## src/rtl/game_timer_ctrl_if.sv

```systemverilog
// ---------------------------------------------------------------------------
// game_timer_ctrl_if
// Purpose : bundles the signals between the input-side game timer block and
//           its surroundings (VGA timing, button, collision logic and the
//           level sequencer).
// Signals :
//   frame_tick  - one-cycle pulse per video frame
//   btn_raw     - asynchronous select button, active-high
//   collision   - player/obstacle overlap, level-sensitive
//   menuScreen  - level sequencer is in menu
//   winScreen   - level sequencer is in win screen
//   playerDone  - level sequencer is in final falling phase
//   game_time   - 11-bit game time count
//   userSel     - one-cycle debounced press pulse
//   playerDied  - one-cycle death pulse
// Modports: master drives the inputs of the timer block and observes its
//           outputs; slave is the timer block itself.
// ---------------------------------------------------------------------------
interface game_timer_ctrl_if;
  logic        frame_tick;
  logic        btn_raw;
  logic        collision;
  logic        menuScreen;
  logic        winScreen;
  logic        playerDone;
  logic [10:0] game_time;
  logic        userSel;
  logic        playerDied;

  modport master (
    output frame_tick, btn_raw, collision, menuScreen, winScreen, playerDone,
    input  game_time, userSel, playerDied
  );

  modport slave (
    input  frame_tick, btn_raw, collision, menuScreen, winScreen, playerDone,
    output game_time, userSel, playerDied
  );
endinterface

```

## src/rtl/game_timer_ctrl.sv

```systemverilog
// ---------------------------------------------------------------------------
// game_timer_ctrl
// Purpose : produces game_time, userSel and playerDied for the level
//           sequencer. Divides frame ticks into an 11-bit saturating game
//           time, debounces the select button into one-cycle press pulses and
//           turns collision hits into a one-cycle death pulse followed
//           (optionally) by a respawn grace window.
// Ports   :
//   clk    - system clock
//   reset  - synchronous, active-high reset
//   bus    - game_timer_ctrl_if.slave (frame_tick, btn_raw, collision,
//            menuScreen, winScreen, playerDone in; game_time, userSel,
//            playerDied out)
// Parameters:
//   TICK_DIV     - frame ticks per game_time increment (>=1)
//   DEB_CYCLES   - stable clk cycles needed to accept a button change (>=1)
//   GRACE_FRAMES - frame ticks of collision immunity after a death (>=1)
// Build option:
//   GAME_TIMER_GRACE_EN - when defined, DEAD is followed by a GRACE window of
//   GRACE_FRAMES ticks in which collisions are ignored; when undefined DEAD
//   returns straight to RUN and GRACE_FRAMES is unused.
// ---------------------------------------------------------------------------
module game_timer_ctrl #(
  parameter int TICK_DIV     = 6,
  parameter int DEB_CYCLES   = 500000,
  parameter int GRACE_FRAMES = 60
) (
  input  logic               clk,
  input  logic               reset,
  game_timer_ctrl_if.slave   bus
);

  localparam int DIV_W = (TICK_DIV > 1) ? $clog2(TICK_DIV) : 1;
  localparam int DEB_W = $clog2(DEB_CYCLES + 1);

  localparam logic [DIV_W-1:0] DIV_LAST = DIV_W'(TICK_DIV - 1);
  localparam logic [DEB_W-1:0] DEB_DONE = DEB_W'(DEB_CYCLES);
  localparam logic [10:0]      GT_MAX   = 11'd2047;

  typedef enum logic [1:0] {
    ST_IDLE  = 2'd0,
    ST_RUN   = 2'd1,
    ST_DEAD  = 2'd2,
    ST_GRACE = 2'd3
  } state_t;

  // -------------------------------------------------------------------------
  // Button path: 2-FF synchronizer, debounce, rising-edge pulse
  // -------------------------------------------------------------------------
  logic             btn_meta_q;
  logic             btn_sync_q;
  logic             btn_acc_q;
  logic             btn_acc_prev_q;
  logic             user_sel_q;
  logic [DEB_W-1:0] deb_cnt_q;
  logic [DEB_W-1:0] deb_cnt_inc;

  assign deb_cnt_inc = deb_cnt_q + DEB_W'(1);

  always_ff @(posedge clk) begin
    if (reset) begin
      btn_meta_q     <= 1'b0;
      btn_sync_q     <= 1'b0;
      btn_acc_q      <= 1'b0;
      btn_acc_prev_q <= 1'b0;
      user_sel_q     <= 1'b0;
      deb_cnt_q      <= '0;
    end else begin
      btn_meta_q     <= bus.btn_raw;
      btn_sync_q     <= btn_meta_q;
      btn_acc_prev_q <= btn_acc_q;
      // Pulse is registered one cycle after the accepted level rises.
      user_sel_q     <= btn_acc_q & ~btn_acc_prev_q;
      if (btn_sync_q == btn_acc_q) begin
        deb_cnt_q <= '0;
      end else if (deb_cnt_inc == DEB_DONE) begin
        btn_acc_q <= btn_sync_q;
        deb_cnt_q <= '0;
      end else begin
        deb_cnt_q <= deb_cnt_inc;
      end
    end
  end

  // -------------------------------------------------------------------------
  // Timer FSM
  // -------------------------------------------------------------------------
  state_t           state_q;
  state_t           state_d;
  logic             exit_req;
  logic             hit;
  logic             count_en;
  logic             clear_cnt;
  logic             player_died;
  logic [DIV_W-1:0] div_q;
  logic [10:0]      gt_q;

  assign exit_req = bus.menuScreen | bus.winScreen;
  // The falling phase has its own hit logic, so collisions are masked there.
  assign hit      = bus.collision & ~bus.playerDone;

`ifdef GAME_TIMER_GRACE_EN
  localparam int GR_W = (GRACE_FRAMES > 1) ? $clog2(GRACE_FRAMES) : 1;
  localparam logic [GR_W-1:0] GR_LAST = GR_W'(GRACE_FRAMES - 1);

  logic [GR_W-1:0] grace_q;
  logic            grace_done;

  assign grace_done = bus.frame_tick & (grace_q == GR_LAST);

  // Grace counter only runs inside GRACE; it is zero on every entry.
  always_ff @(posedge clk) begin
    if (reset || exit_req || (state_q != ST_GRACE)) begin
      grace_q <= '0;
    end else if (bus.frame_tick) begin
      grace_q <= grace_done ? '0 : grace_q + GR_W'(1);
    end
  end
`else
  logic unused_grace;
  assign unused_grace = (GRACE_FRAMES > 0);
`endif

  // State register
  always_ff @(posedge clk) begin
    if (reset) begin
      state_q <= ST_IDLE;
    end else begin
      state_q <= state_d;
    end
  end

  // Next-state logic: leaving play to menu/win outranks death
  always_comb begin
    state_d = state_q;
    if (exit_req) begin
      state_d = ST_IDLE;
    end else begin
      case (state_q)
        ST_IDLE: state_d = ST_RUN;
        ST_RUN:  if (hit) state_d = ST_DEAD;
`ifdef GAME_TIMER_GRACE_EN
        ST_DEAD:  state_d = ST_GRACE;
        ST_GRACE: if (grace_done) state_d = ST_RUN;
`else
        ST_DEAD: state_d = ST_RUN;
`endif
        default: state_d = ST_IDLE;
      endcase
    end
  end

  // Output logic
  always_comb begin
    player_died = (state_q == ST_DEAD);
  end

  // Counting is suppressed on the cycle a hit is taken, so a tick that
  // coincides with a death is discarded.
  always_comb begin
    count_en = 1'b0;
    if (!exit_req) begin
      if ((state_q == ST_RUN) && !hit) count_en = 1'b1;
`ifdef GAME_TIMER_GRACE_EN
      if (state_q == ST_GRACE) count_en = 1'b1;
`endif
    end
  end

  assign clear_cnt = exit_req | (state_q == ST_IDLE) | (state_q == ST_DEAD);

  // Divider and game time; increments by one per division and saturates.
  always_ff @(posedge clk) begin
    if (reset || clear_cnt) begin
      div_q <= '0;
      gt_q  <= '0;
    end else if (count_en && bus.frame_tick) begin
      if (div_q == DIV_LAST) begin
        div_q <= '0;
        if (gt_q != GT_MAX) gt_q <= gt_q + 11'd1;
      end else begin
        div_q <= div_q + DIV_W'(1);
      end
    end
  end

  assign bus.game_time  = gt_q;
  assign bus.userSel    = user_sel_q;
  assign bus.playerDied = player_died;

endmodule

```

## src/flat_wrapper.sv

```systemverilog
// flat-port wrapper written by rule: the top's interface ports become plain ports
module game_timer_ctrl_flat 
#(
  parameter int TICK_DIV     = 6,
  parameter int DEB_CYCLES   = 500000,
  parameter int GRACE_FRAMES = 60
)
  (clk, reset, bus_frame_tick, bus_btn_raw, bus_collision, bus_menuScreen, bus_winScreen, bus_playerDone, bus_game_time, bus_userSel, bus_playerDied);
  game_timer_ctrl_if bus_i ();
  input  logic clk;
  input  logic reset;
  input wire logic [$bits(bus_i.frame_tick)-1:0] bus_frame_tick;
  input wire logic [$bits(bus_i.btn_raw)-1:0] bus_btn_raw;
  input wire logic [$bits(bus_i.collision)-1:0] bus_collision;
  input wire logic [$bits(bus_i.menuScreen)-1:0] bus_menuScreen;
  input wire logic [$bits(bus_i.winScreen)-1:0] bus_winScreen;
  input wire logic [$bits(bus_i.playerDone)-1:0] bus_playerDone;
  output wire logic [$bits(bus_i.game_time)-1:0] bus_game_time;
  output wire logic [$bits(bus_i.userSel)-1:0] bus_userSel;
  output wire logic [$bits(bus_i.playerDied)-1:0] bus_playerDied;
  assign bus_i.frame_tick = bus_frame_tick;
  assign bus_i.btn_raw = bus_btn_raw;
  assign bus_i.collision = bus_collision;
  assign bus_i.menuScreen = bus_menuScreen;
  assign bus_i.winScreen = bus_winScreen;
  assign bus_i.playerDone = bus_playerDone;
  assign bus_game_time = bus_i.game_time;
  assign bus_userSel = bus_i.userSel;
  assign bus_playerDied = bus_i.playerDied;
  game_timer_ctrl #(.TICK_DIV(TICK_DIV), .DEB_CYCLES(DEB_CYCLES), .GRACE_FRAMES(GRACE_FRAMES)) u_core (.clk(clk), .reset(reset), .bus(bus_i));
endmodule
```

## config.mk

```make
export PLATFORM = sky130hd
export DESIGN_NAME = game_timer_ctrl_flat
export DESIGN_NICKNAME = d
export VERILOG_FILES = /design/src/rtl/game_timer_ctrl_if.sv /design/src/rtl/game_timer_ctrl.sv /design/src/flat_wrapper.sv
export SDC_FILE = /design/constraint.sdc
export NUM_CORES = 1
export LEC_CHECK = 0
export ABC_AREA = 1
export BUFFER_PORTS_ARGS = -buffer_cell sky130_fd_sc_hd__buf_2
export CORE_MARGIN = 3
export CORE_UTILIZATION = 45
export CTS_CLUSTER_SIZE = 25
export DETAILED_ROUTE_END_ITERATION = 7
export GPL_TIMING_DRIVEN = 0
export PLACE_DENSITY = 0.7
export SYNTH_ARGS = -nofsm -noshare
export SYNTH_HDL_FRONTEND = slang
export SYNTH_SLANG_ARGS = --single-unit
```

## constraint.sdc

```tcl
create_clock -name clk -period 2.4 [get_ports clk]
set_input_delay 0.36 -clock clk [delete_from_list [all_inputs] [get_ports clk]]
set_output_delay 0.36 -clock clk [all_outputs]
set_load 0.005 [all_outputs]
```

* Yosys cells after proc, flatten, opt, wreduce, memory -nomap -nowiden *
Cells that the tools add are included.

word-level totals
  flip-flop bits (word level) = 40
  latch bits = 0
  bits in writable memories = 0
  ROM bits = 0
  input bits = 8
  word-level logic and storage cells = 42
  memories = 0

operators by class
  add/subtract/negate cells = 3
  $mul = 0
  divide/modulo/power cells = 0
  order comparisons = 0
  eq/ne operators = 7
  shifts and indexed selects = 0
  muxes and demuxes = 5
  bitwise operators = 8
  reduce and logical (&&, ||, !) cells = 10

operators with widths
  operator               number
  $add 19x1->19 const B  1
  $eq 19x19->1 const B   1
  $add 11x1->11 const B  1
  $ne 11x11->1 const B   1
  $pmux 2 s2             1
  $reduce_or 2->1        2
  $add 3x1->3 const B    1
  $eq 3x3->1 const B     1
  $mux 3                 1
  $not 1->1              3
  $or 1x1->1             3
  $reduce_and 3->1       1
  $reduce_or 3->1        1
  $and 1x1->1            2
  $eq 2x1->1 const B     1
  $eq 2x2->1 const B     1
  $logic_and 1x1->1      2
  $logic_not 2->1        1
  $mux 1                 2
  $mux 2                 1
  $ne 2x1->1 const B     1
  $reduce_and 2->1       1
  $eq 1x1->1             1
  $logic_not 1->1        1
  $logic_or 1x1->1       1

* Longest topological paths before layout *
Gate-level depths: netlist of the first run.

  depth in word-level cells = 8
  mapped depth = 13
  depth with buffers taken out = 12

* Worst setup path after synthesis of the first run *
Ideal clock, no wire load.

  path kind = reg-to-reg
  start point = reg u_core.deb_cnt_q[0]
  end point = reg u_core.deb_cnt_q[13]
  setup time = 0.112 ns
  arrival time = 1.682 ns
  data required time = 2.288 ns
  path slack = 0.606 ns
  stages on the path, launching flop included = 14
  path buffers = 1
  period minus slack after synthesis = 1.794 ns
  cell sequence = dfxtp_1 > ha_1 > nand2_2 > nor2_4 > nand2_1 > nand2_1 > nand2_1 > nor2_1 > nand3_1 > nor2_4 > nand2_2 > nand2_4 > buf_8 > nor2_2

between the ends
  cells in the longest elaborated chain, start to end = 3

RTL lines
  what                              line                   RTL
  start, declared                   game_timer_ctrl.sv:55  logic [DEB_W-1:0] deb_cnt_q;
  start signal, assigned            game_timer_ctrl.sv:80  deb_cnt_q <= deb_cnt_inc;
  $add 19x1->19 *                   game_timer_ctrl.sv:58  assign deb_cnt_inc = deb_cnt_q + DEB_W'(1);
  $eq 19x19->1                      game_timer_ctrl.sv:76  end else if (deb_cnt_inc == DEB_DONE) begin
  $reduce_or 3->1 (no source line)  n/a

Every way passes the cells marked *; elsewhere a longest branch is shown, timed or not.
A chain may end at the register's enable or synchronous reset.

* Final worst setup path of the first run *
  start point = reg u_core.deb_cnt_q[0]
  end point = reg u_core.deb_cnt_q[8]

The elaborated chain is that of the path after synthesis.

==> results of run 1 <==
worst max-delay path, cell delays in order (launching register included):
cell	delay, ns
sky130_fd_sc_hd__dfxtp_1	0.37
sky130_fd_sc_hd__ha_1	0.23
sky130_fd_sc_hd__nand2_2	0.10
sky130_fd_sc_hd__nor2_4	0.18
sky130_fd_sc_hd__nand2_1	0.12
sky130_fd_sc_hd__nand2_1	0.09
sky130_fd_sc_hd__nand2_1	0.07
sky130_fd_sc_hd__nor2_1	0.10
sky130_fd_sc_hd__nand3_1	0.12
sky130_fd_sc_hd__nor2_4	0.14
sky130_fd_sc_hd__nand2_2	0.09
sky130_fd_sc_hd__nand2_4	0.12
sky130_fd_sc_hd__buf_8	0.18
sky130_fd_sc_hd__nor2_2	0.04
report_power, final:
group | total, mW | switching (mW) | leakage, nW | internal (mW)
Sequential | 0.668 | 0.00176 | 0.323 | 0.666
Combinational | 0.0206 | 0.0118 | 0.522 | 0.00875
Clock | 0.463 | 0.233 | 0.0510 | 0.230
Total | 1.15 | 0.247 | 0.896 | 0.904
final timing paths:
path                                                  startpoint                          endpoint  slack (ns)  cells past startpoint
worst max-delay path              u_core.deb_cnt_q[0]$_SDFF_PP0_    u_core.deb_cnt_q[8]$_SDFF_PP0_        0.33                     13
worst min-delay path                                       reset  u_core.btn_acc_prev_q$_SDFF_PP0_        0.28                      2
worst max register to register    u_core.deb_cnt_q[0]$_SDFF_PP0_    u_core.deb_cnt_q[8]$_SDFF_PP0_        0.33                     13
worst min register to register  u_core.btn_acc_prev_q$_SDFF_PP0_     u_core.bus.userSel$_SDFF_PP0_        0.39                      1
cells in the mapped netlist:
master and count:
sky130_fd_sc_hd__nand2_1 81, sky130_fd_sc_hd__inv_1 50, sky130_fd_sc_hd__nor2_1 43, sky130_fd_sc_hd__dfxtp_1 40
sky130_fd_sc_hd__nand3_1 18, sky130_fd_sc_hd__a21oi_1 14, sky130_fd_sc_hd__nor2_2 13, sky130_fd_sc_hd__nand4_1 8
sky130_fd_sc_hd__xor2_1 8, sky130_fd_sc_hd__nor3_1 6, sky130_fd_sc_hd__o21ai_0 6, sky130_fd_sc_hd__nand2_2 3
sky130_fd_sc_hd__nor2_4 3, sky130_fd_sc_hd__and3_1 2, sky130_fd_sc_hd__ha_1 2, sky130_fd_sc_hd__nand3_2 2
sky130_fd_sc_hd__nor4_1 2, sky130_fd_sc_hd__o21bai_1 2, sky130_fd_sc_hd__a211oi_1 1, sky130_fd_sc_hd__buf_2 1
sky130_fd_sc_hd__buf_8 1, sky130_fd_sc_hd__clkbuf_1 1, sky130_fd_sc_hd__clkinv_1 1, sky130_fd_sc_hd__nand2_4 1
sky130_fd_sc_hd__nand3b_1 1, sky130_fd_sc_hd__o21ai_1 1, sky130_fd_sc_hd__or2_2 1, sky130_fd_sc_hd__xnor2_1 1
registers in the layout (all words and copies together) (netlist names):
register / cells
u_core.bus.game_time: 11
u_core.btn_meta_q: 1
u_core.div_q: 3
u_core.btn_acc_prev_q: 1
u_core.deb_cnt_q: 19
u_core.state_q: 2
u_core.btn_sync_q: 1
u_core.btn_acc_q: 1
u_core.bus.userSel: 1
cells by family after synthesis:
| logic type | after synthesis |
|---|---|
| simple gates | 184 |
| fa+ha+maj | 2 |
| compound gates | 24 |
| buf+inv | 54 |
| xor+xnor | 9 |
| flops | 40 |
cells in the final DEF (no fill, tap or decap), drive strengths merged, types with 3 or more instances in the layout:
master   n
clkbuf   7
xor2     8
dfxtp   40
o21ai    7
a21oi   14
nand4    8
inv     50
nor3     6
nand3   20
nor2    59
buf     22
clkinv   3
nand2   85
metal layers:
metal / share of wire, % / global-route usage [%]
met5: 0 / 0
met3: 3.3 / 4.054
met4: 1.8 / 6.237
met1: 47 / 19.37
met2: 48 / 29.13
stage by stage:
| step | utilization, % | std cells |
|---|---|---|
| after floorplan | - | 313 |
| final | 53.12 | 393 |
| after global routing | 53.12 | 393 |
| after CTS | 53.12 | 393 |
| after global placement | 51.02 | 385 |
| after detailed placement | 51.02 | 385 |
final cells by class:
type | instances | share of cell area, %
plain buffers | 3 | 1.014
clock buffers | 6 | 3.522
clock inverters | 2 | 0.4269
inverters | 51 | 8.164
multi-input cells | 219 | 45.68
flip-flops and latches | 40 | 34.15
well taps | 52 | 2.775
repair buffers | 20 | 4.269
==> load_flow_metrics.sql, run 1 <==
INSERT INTO impl_metrics (metric_group, metric, value, unit) VALUES
('outcome', 'status', 'finished clean', ''),
('synthesis', 'synth_simple_gate_area_share', '40.23', '%'),
('synthesis', 'yosys_warnings', '0', ''),
('sta', 'holdWs', '0.2764', 'ns'),
('worst_setup_path', 'worst-setup-path-type', 'flip-flop to flip-flop', ''),
('die', 'die-area', '5491', 'µm²'),
('layout', 'final_design_area_no_fill', '2345', 'µm²'),
('synthesis', 'synth_xor_xnor_area_share', '3.777', '%'),
('synthesis', 'main_combinational_cell_family_by_area_after_synthesis', 'simple AND/OR/NAND/NOR gates', ''),
('synthesis', 'synth-compound-area-share', '6.115', '%'),
('synthesis', 'ys_ff_latch', '40', ''),
('power_and_ir_drop', 'power.total', '1.151', 'mW'),
('worst_setup_path', 'cp-end-kind', 'flip-flop', ''),
('routing', 'drtAntennaViolNets', '0', ''),
('synthesis', 'synth.area.top_cells', 'sky130_fd_sc_hd__dfxtp_1 38%, sky130_fd_sc_hd__nand2_1 15%, sky130_fd_sc_hd__inv_1 9.0%', ''),
('synthesis', 'synth_sequential_area_ratio', '38.37', '%'),
('cts', 'cts.clk_slew.worst_paths', '0.08', 'ns'),
('cts', 'postcts_setup_bufs', '0', ''),
('worst_setup_path', 'cp_max_fo', '10', ''),
('job', 'timing.max_cap.violations', '0', ''),
('power_and_ir_drop', 'power.density_cell_area', '490.9', 'nW/µm²'),
('synthesis', 'synth_mux_area_share', '0', '%'),
('die', 'floorplan.die.width', '74.10', 'µm'),
('cts', 'htreeDepth', '2', ''),
('global_route', 'gr-total-overflow', '0', ''),
('sta', 'worst_slack', '0.3340', 'ns'),
('placed_design', 'place.gp.congestion', '0.7800', ''),
('cts', 'cts_hold_buffers_added', '0', ''),
('synthesis', 'syn_nets', '323', ''),
('layout', 'seq_area', '800.8', 'µm²'),
('cts', 'clock_sink_count', '40', ''),
('global_route', 'grt_pass1_vias', '1772', ''),
('worst_setup_path', 'data_arrival_at_the_endpoint_of_the_critical_path', '2.25', 'ns'),
('synthesis', 'synth_top_cell_area_share', '38.37', '%'),
('placed_design', 'post-dp-hpwl', '3.015', 'mm'),
('sta', 'period_share', '86.08', '%'),
('global_route', 'antenna_found_initial', '0', ''),
('synthesis', 'syn-mean-instance-area', '6.668', 'µm²'),
('sta', 'setup_violations', '0', ''),
('sta', 'setup_total_negative_slack', '0', 'ns'),
('layout', 'multiInputGateArea', '1071', 'µm²'),
('routing', 'first_iter_violations', '110', ''),
('sta', 'grt_setup_unrepaired', 'false', ''),
('cts', 'postCtsResizedCells', '0', ''),
('die', 'core-area', '4414', 'µm²'),
('placed_design', 'count_of_input_and_output_buffers', '20', ''),
('sta', 'worst-slew-pin-transition', '0.4394', 'ns'),
('layout', 'relative_area_change_from_synthesis_to_final_layout', '12.35', '%'),
('synthesis', 'synthesis.instances', '313', ''),
('routing', 'vias', '1862', ''),
('routing', 'route.detailed.wl_per_inst', '10.21', 'µm'),
('die', 'fp.dieH', '74.10', 'µm'),
('routing', 'detail_route.first_pass.iterations', '4', ''),
('die', 'initial_core_util', '47.28', '%'),
('cts', 'ctsLongestPathBuffers', '2', ''),
('layout', 'insertedDiodeCount', '0', ''),
('cts', 'cts_root_buffer', 'sky130_fd_sc_hd__clkbuf_8', ''),
('routing', 'viasPerCell', '4.738', ''),
('cts', 'cts_tree', 'done', ''),
('die', 'row_count', '24', ''),
('power_and_ir_drop', 'power.static_leakage', '0.8961', 'nW'),
('sta', 'relSlewSlack', '70.70', '%'),
('layout', 'final.fill_count', '430', ''),
('layout', 'drive_above_1_share', '15.54', '%'),
('worst_setup_path', 'worstPathRequired', '2.59', 'ns'),
('sta', 'period_needed', '2.066', 'ns'),
('synthesis', 'post_synthesis_adder_cell_area_fraction', '1.199', '%'),
('placed_design', 'post_dp_cell_area', '2252', 'µm²'),
('synthesis', 'syn_area', '2087', 'µm²'),
('layout', 'final_net_count', '350', ''),
('cts', 'cts_made_buffers', '5', '');
Power figures use the tool's default switching activity.
==> run 2: changes to the inputs <==
--- a/config.mk
+++ b/config.mk
@@ -8,11 +8,11 @@
 export ABC_AREA = 1
 export BUFFER_PORTS_ARGS = -buffer_cell sky130_fd_sc_hd__buf_2
 export CORE_MARGIN = 3
-export CORE_UTILIZATION = 45
+export CORE_UTILIZATION = 28
 export CTS_CLUSTER_SIZE = 25
 export DETAILED_ROUTE_END_ITERATION = 7
 export GPL_TIMING_DRIVEN = 0
-export PLACE_DENSITY = 0.7
+export PLACE_DENSITY = 0.5
 export SYNTH_ARGS = -nofsm -noshare
 export SYNTH_HDL_FRONTEND = slang
 export SYNTH_SLANG_ARGS = --single-unit
==> run 2 against run 1 <==
  * Clock-buffer cell count is 1 lower
  * Clock power is 20% higher
  * Critical path type unchanged
  * Largest power group unchanged
  * Global-route usage down 5.7 points
  * Maximum frequency shrank 0.71%
  * Flip-flop and latch count stayed put
  * Wire length increased by 7.1%
  * Sequential share of layout area down 1.0 points
  * Hold slack got worse by 0.011 ns
==> load_flow_metrics.sql, run 2 (synthesized netlist as in run 1, its figures left out) <==
INSERT INTO impl_metrics (metric_group, metric, value, unit) VALUES
('worst_setup_path', 'cp_startpoint_kind', 'flip-flop', ''),
('routing', 'drtAntennaViolNets', '0', ''),
('sta', 'worst_slack', '0.3191', 'ns'),
('layout', 'insertedDiodeCount', '0', ''),
('hold_path', 'hold-path-cell-count', '3', ''),
('worst_setup_path', 'crit_slowest_cell', 'sky130_fd_sc_hd__dfxtp_1', ''),
('global_route', 'grt_pass1_wl', '7.479', 'mm'),
('cts', 'cts.clk_slew.worst_paths', '0.08', 'ns'),
('routing', 'viasPerCell', '4.172', ''),
('cts', 'cts_hold_buffers_added', '0', ''),
('cts', 'cts_root_buffer', 'sky130_fd_sc_hd__clkbuf_8', ''),
('placed_design', 'place.gp.congestion', '0.7782', ''),
('worst_setup_path', 'worstRegToRegCells', '13', ''),
('cts', 'clock_sink_count', '40', ''),
('routing', 'first_iter_violations', '64', ''),
('power_and_ir_drop', 'netSwitchingFraction', '21.14', '%'),
('worst_setup_path', 'worstPathCellList', 'ha_1, nand2_2, nor2_4, nand3_2, nand2_1, nand2_1, nor2_1, nand2_1, nor2_4, nand2_2, nand2_4, buf_8, nor2_2', ''),
('cts', 'htreeDepth', '2', ''),
('power_and_ir_drop', 'ir_drop_worst_vdd', '0.2409', 'mV'),
('power_and_ir_drop', 'p_comb_share', '1.7', '%'),
('sta', 'clock.fmax', '0.4806', 'GHz'),
('routing', 'route.detailed.wl_per_inst', '9.831', 'µm'),
('outcome', 'status', 'finished clean', ''),
('cts', 'postCtsResizedCells', '0', ''),
('worst_setup_path', 'worst-setup-path-type', 'flip-flop to flip-flop', ''),
('cts', 'cts_made_buffers', '5', ''),
('cts', 'clkLatencyLatePin', '0.29', 'ns'),
('power_and_ir_drop', 'power.static_leakage', '0.8993', 'nW'),
('cts', 'postcts_setup_bufs', '0', ''),
('power_and_ir_drop', 'power_frac_clock', '44.7', '%'),
('sta', 'final_max_slew_viol_count', '0', ''),
('global_route', 'antenna_found_initial', '0', ''),
('job', 'timing.max_cap.violations', '0', ''),
('worst_setup_path', 'cpMostUsedCell', 'sky130_fd_sc_hd__nand2_1', ''),
('sta', 'finalClockSkew', '0.007011', 'ns'),
('die', 'initial_core_util', '29.73', '%'),
('routing', 'postRouteWirelength', '4.296', 'mm'),
('worst_setup_path', 'cp_num_buf_inv', '1', ''),
('layout', 'final_cells', '437', ''),
('worst_setup_path', 'data_arrival_at_the_endpoint_of_the_critical_path', '2.28', 'ns'),
('worst_setup_path', 'worstPathRequired', '2.60', 'ns'),
('worst_setup_path', 'regToRegSetupSlack', '0.32', 'ns'),
('layout', 'final.fill_count', '794', ''),
('power_and_ir_drop', 'power.switching', '0.2634', 'mW'),
('sta', 'period_needed', '2.081', 'ns'),
('cts', 'ctsLongestPathBuffers', '2', ''),
('sta', 'grt_setup_unrepaired', 'false', ''),
('die', 'ios', '21', ''),
('placed_design', 'count_of_input_and_output_buffers', '20', ''),
('worst_setup_path', 'cp_max_fo', '10', ''),
('layout', 'final_common_cell', 'sky130_fd_sc_hd__nand2_1', ''),
('global_route', 'grt_max_degree', '14', ''),
('global_route', 'grt_pass1_vias', '1649', ''),
('placed_design', 'post-dp-hpwl', '3.315', 'mm'),
('routing', 'post-route-drc-count', '0', ''),
('sta', 'timing_hold_violations_final', '0', ''),
('die', 'core-area', '7019', 'µm²'),
('layout', 'drive_above_1_share', '15.54', '%'),
('hold_path', 'worst_min_delay_path_category', 'input port to flip-flop', ''),
('routing', 'detail_route.first_pass.iterations', '4', ''),
('global_route', 'gr-total-overflow', '0', ''),
('sta', 'setup_violations', '0', ''),
('die', 'fp.dieH', '92.34', 'µm'),
('sta', 'setup_total_negative_slack', '0', 'ns'),
('global_route', 'grtUsageTotal', '10.83', '%'),
('power_and_ir_drop', 'power_frac_seq', '53.6', '%'),
('layout', 'layout_common_cells', '81 x sky130_fd_sc_hd__nand2_1, 50 x sky130_fd_sc_hd__inv_1, 43 x sky130_fd_sc_hd__nor2_1, 40 x sky130_fd_sc_hd__dfxtp_1, 21 x sky130_fd_sc_hd__buf_2', ''),
('placed_design', 'post-place-ws', '0.2882', 'ns'),
('die', 'floorplan.die.width', '92.34', 'µm'),
('layout', 'final_net_count', '350', ''),
('cts', 'cts_tree', 'done', ''),
('power_and_ir_drop', 'internal_power', '0.9824', 'mW'),
('worst_setup_path', 'worst-path-stages', '13', ''),
('sta', 'worst-slew-pin-transition', '0.4568', 'ns'),
('layout', 'relative_area_change_from_synthesis_to_final_layout', '15.89', '%'),
('worst_setup_path', 'critical_path.top_delay_family', 'simple AND/OR/NAND/NOR gates', ''),
('power_and_ir_drop', 'power.density_cell_area', '515.1', 'nW/µm²'),
('layout', 'final_standard_cell_utilization_of_the_core', '34.46', '%'),
('worst_setup_path', 'crit_path_max_incr_delay', '0.38', 'ns'),
('placed_design', 'dpl.cell_count', '429', ''),
('die', 'row_count', '30', ''),
('sta', 'period_share', '86.70', '%'),
('layout', 'largest_register_ffs', '19', ''),
('layout', 'top_register', 'u_core.deb_cnt_q', ''),
('worst_setup_path', 'cp-end-kind', 'flip-flop', ''),
('routing', 'vias', '1823', ''),
('sta', 'relSlewSlack', '69.54', '%'),
('die', 'die-area', '8526', 'µm²');
-- run 2: area by class of cell --
type,instances,area [µm²],share of cell area [%]
repair buffers,20,100.1,4.139
clock inverters,3,42.54,1.759
flip-flops and latches,40,800.8,33.11
clock buffers,5,68.82,2.845
well taps,96,120.1,4.966
inverters,51,191.4,7.915
plain buffers,3,23.77,0.9829
multi-input cells,219,1071,44.28
-- run 2: power by group through the flow --
stage          combinational [mW]  sequential [mW]  clock [mW]
2_1_floorplan              0.0120            0.683           0
3_3_place_gp               0.0210            0.683           0
3_5_place_dp               0.0213            0.683           0
4_1_cts                    0.0214            0.668       0.583
5_1_grt                    0.0245            0.668       0.605
6_report                   0.0208            0.668       0.557
-- run 2: metal layers --
| metal | GRT usage [%] | part of all wire [%] | vias to the layer above | wire, µm |
|---|---|---|---|---|
| met5 | 0 | 0 | - | 0 |
| met4 | 4.455 | 1.3 | 0 | 57 |
| met3 | 1.706 | 3.2 | 5 | 136 |
| met2 | 16.68 | 44 | 23 | 1897 |
| met1 | 15.03 | 51 | 767 | 2204 |
| li1 | - | - | 1028 | - |
-- run 2: path summary, 6_finish.rpt --
kind / start / end
setup reg to reg: u_core.deb_cnt_q[0]$_SDFF_PP0_ / u_core.deb_cnt_q[18]$_SDFF_PP0_
setup / recovery: u_core.deb_cnt_q[0]$_SDFF_PP0_ / u_core.deb_cnt_q[18]$_SDFF_PP0_
hold reg to reg: u_core.btn_acc_prev_q$_SDFF_PP0_ / u_core.bus.userSel$_SDFF_PP0_
hold / removal: bus_btn_raw / u_core.btn_meta_q$_SDFF_PP0_
-- run 2: tightest hold or removal path: cells and delay by family --
| family | cells | cell delay [ns] |
|---|---|---|
| buffers and inverters | 2 | 0.10 |
| and+or+nand+nor | 1 | 0.06 |
-- run 2: stage by stage --
step / hold slack [ns] / cell area, µm² / total power [mW]
finish: 0.2659 / 2419 / 1.246
global route: 0.2767 / 2419 / 1.298
CTS: 0.2582 / 2419 / 1.272
detailed placement: 0.3852 / 2307 / 0.7047
global placement: 0.3808 / 2307 / 0.7043
floorplan: 0.3728 / 2087 / 0.6950
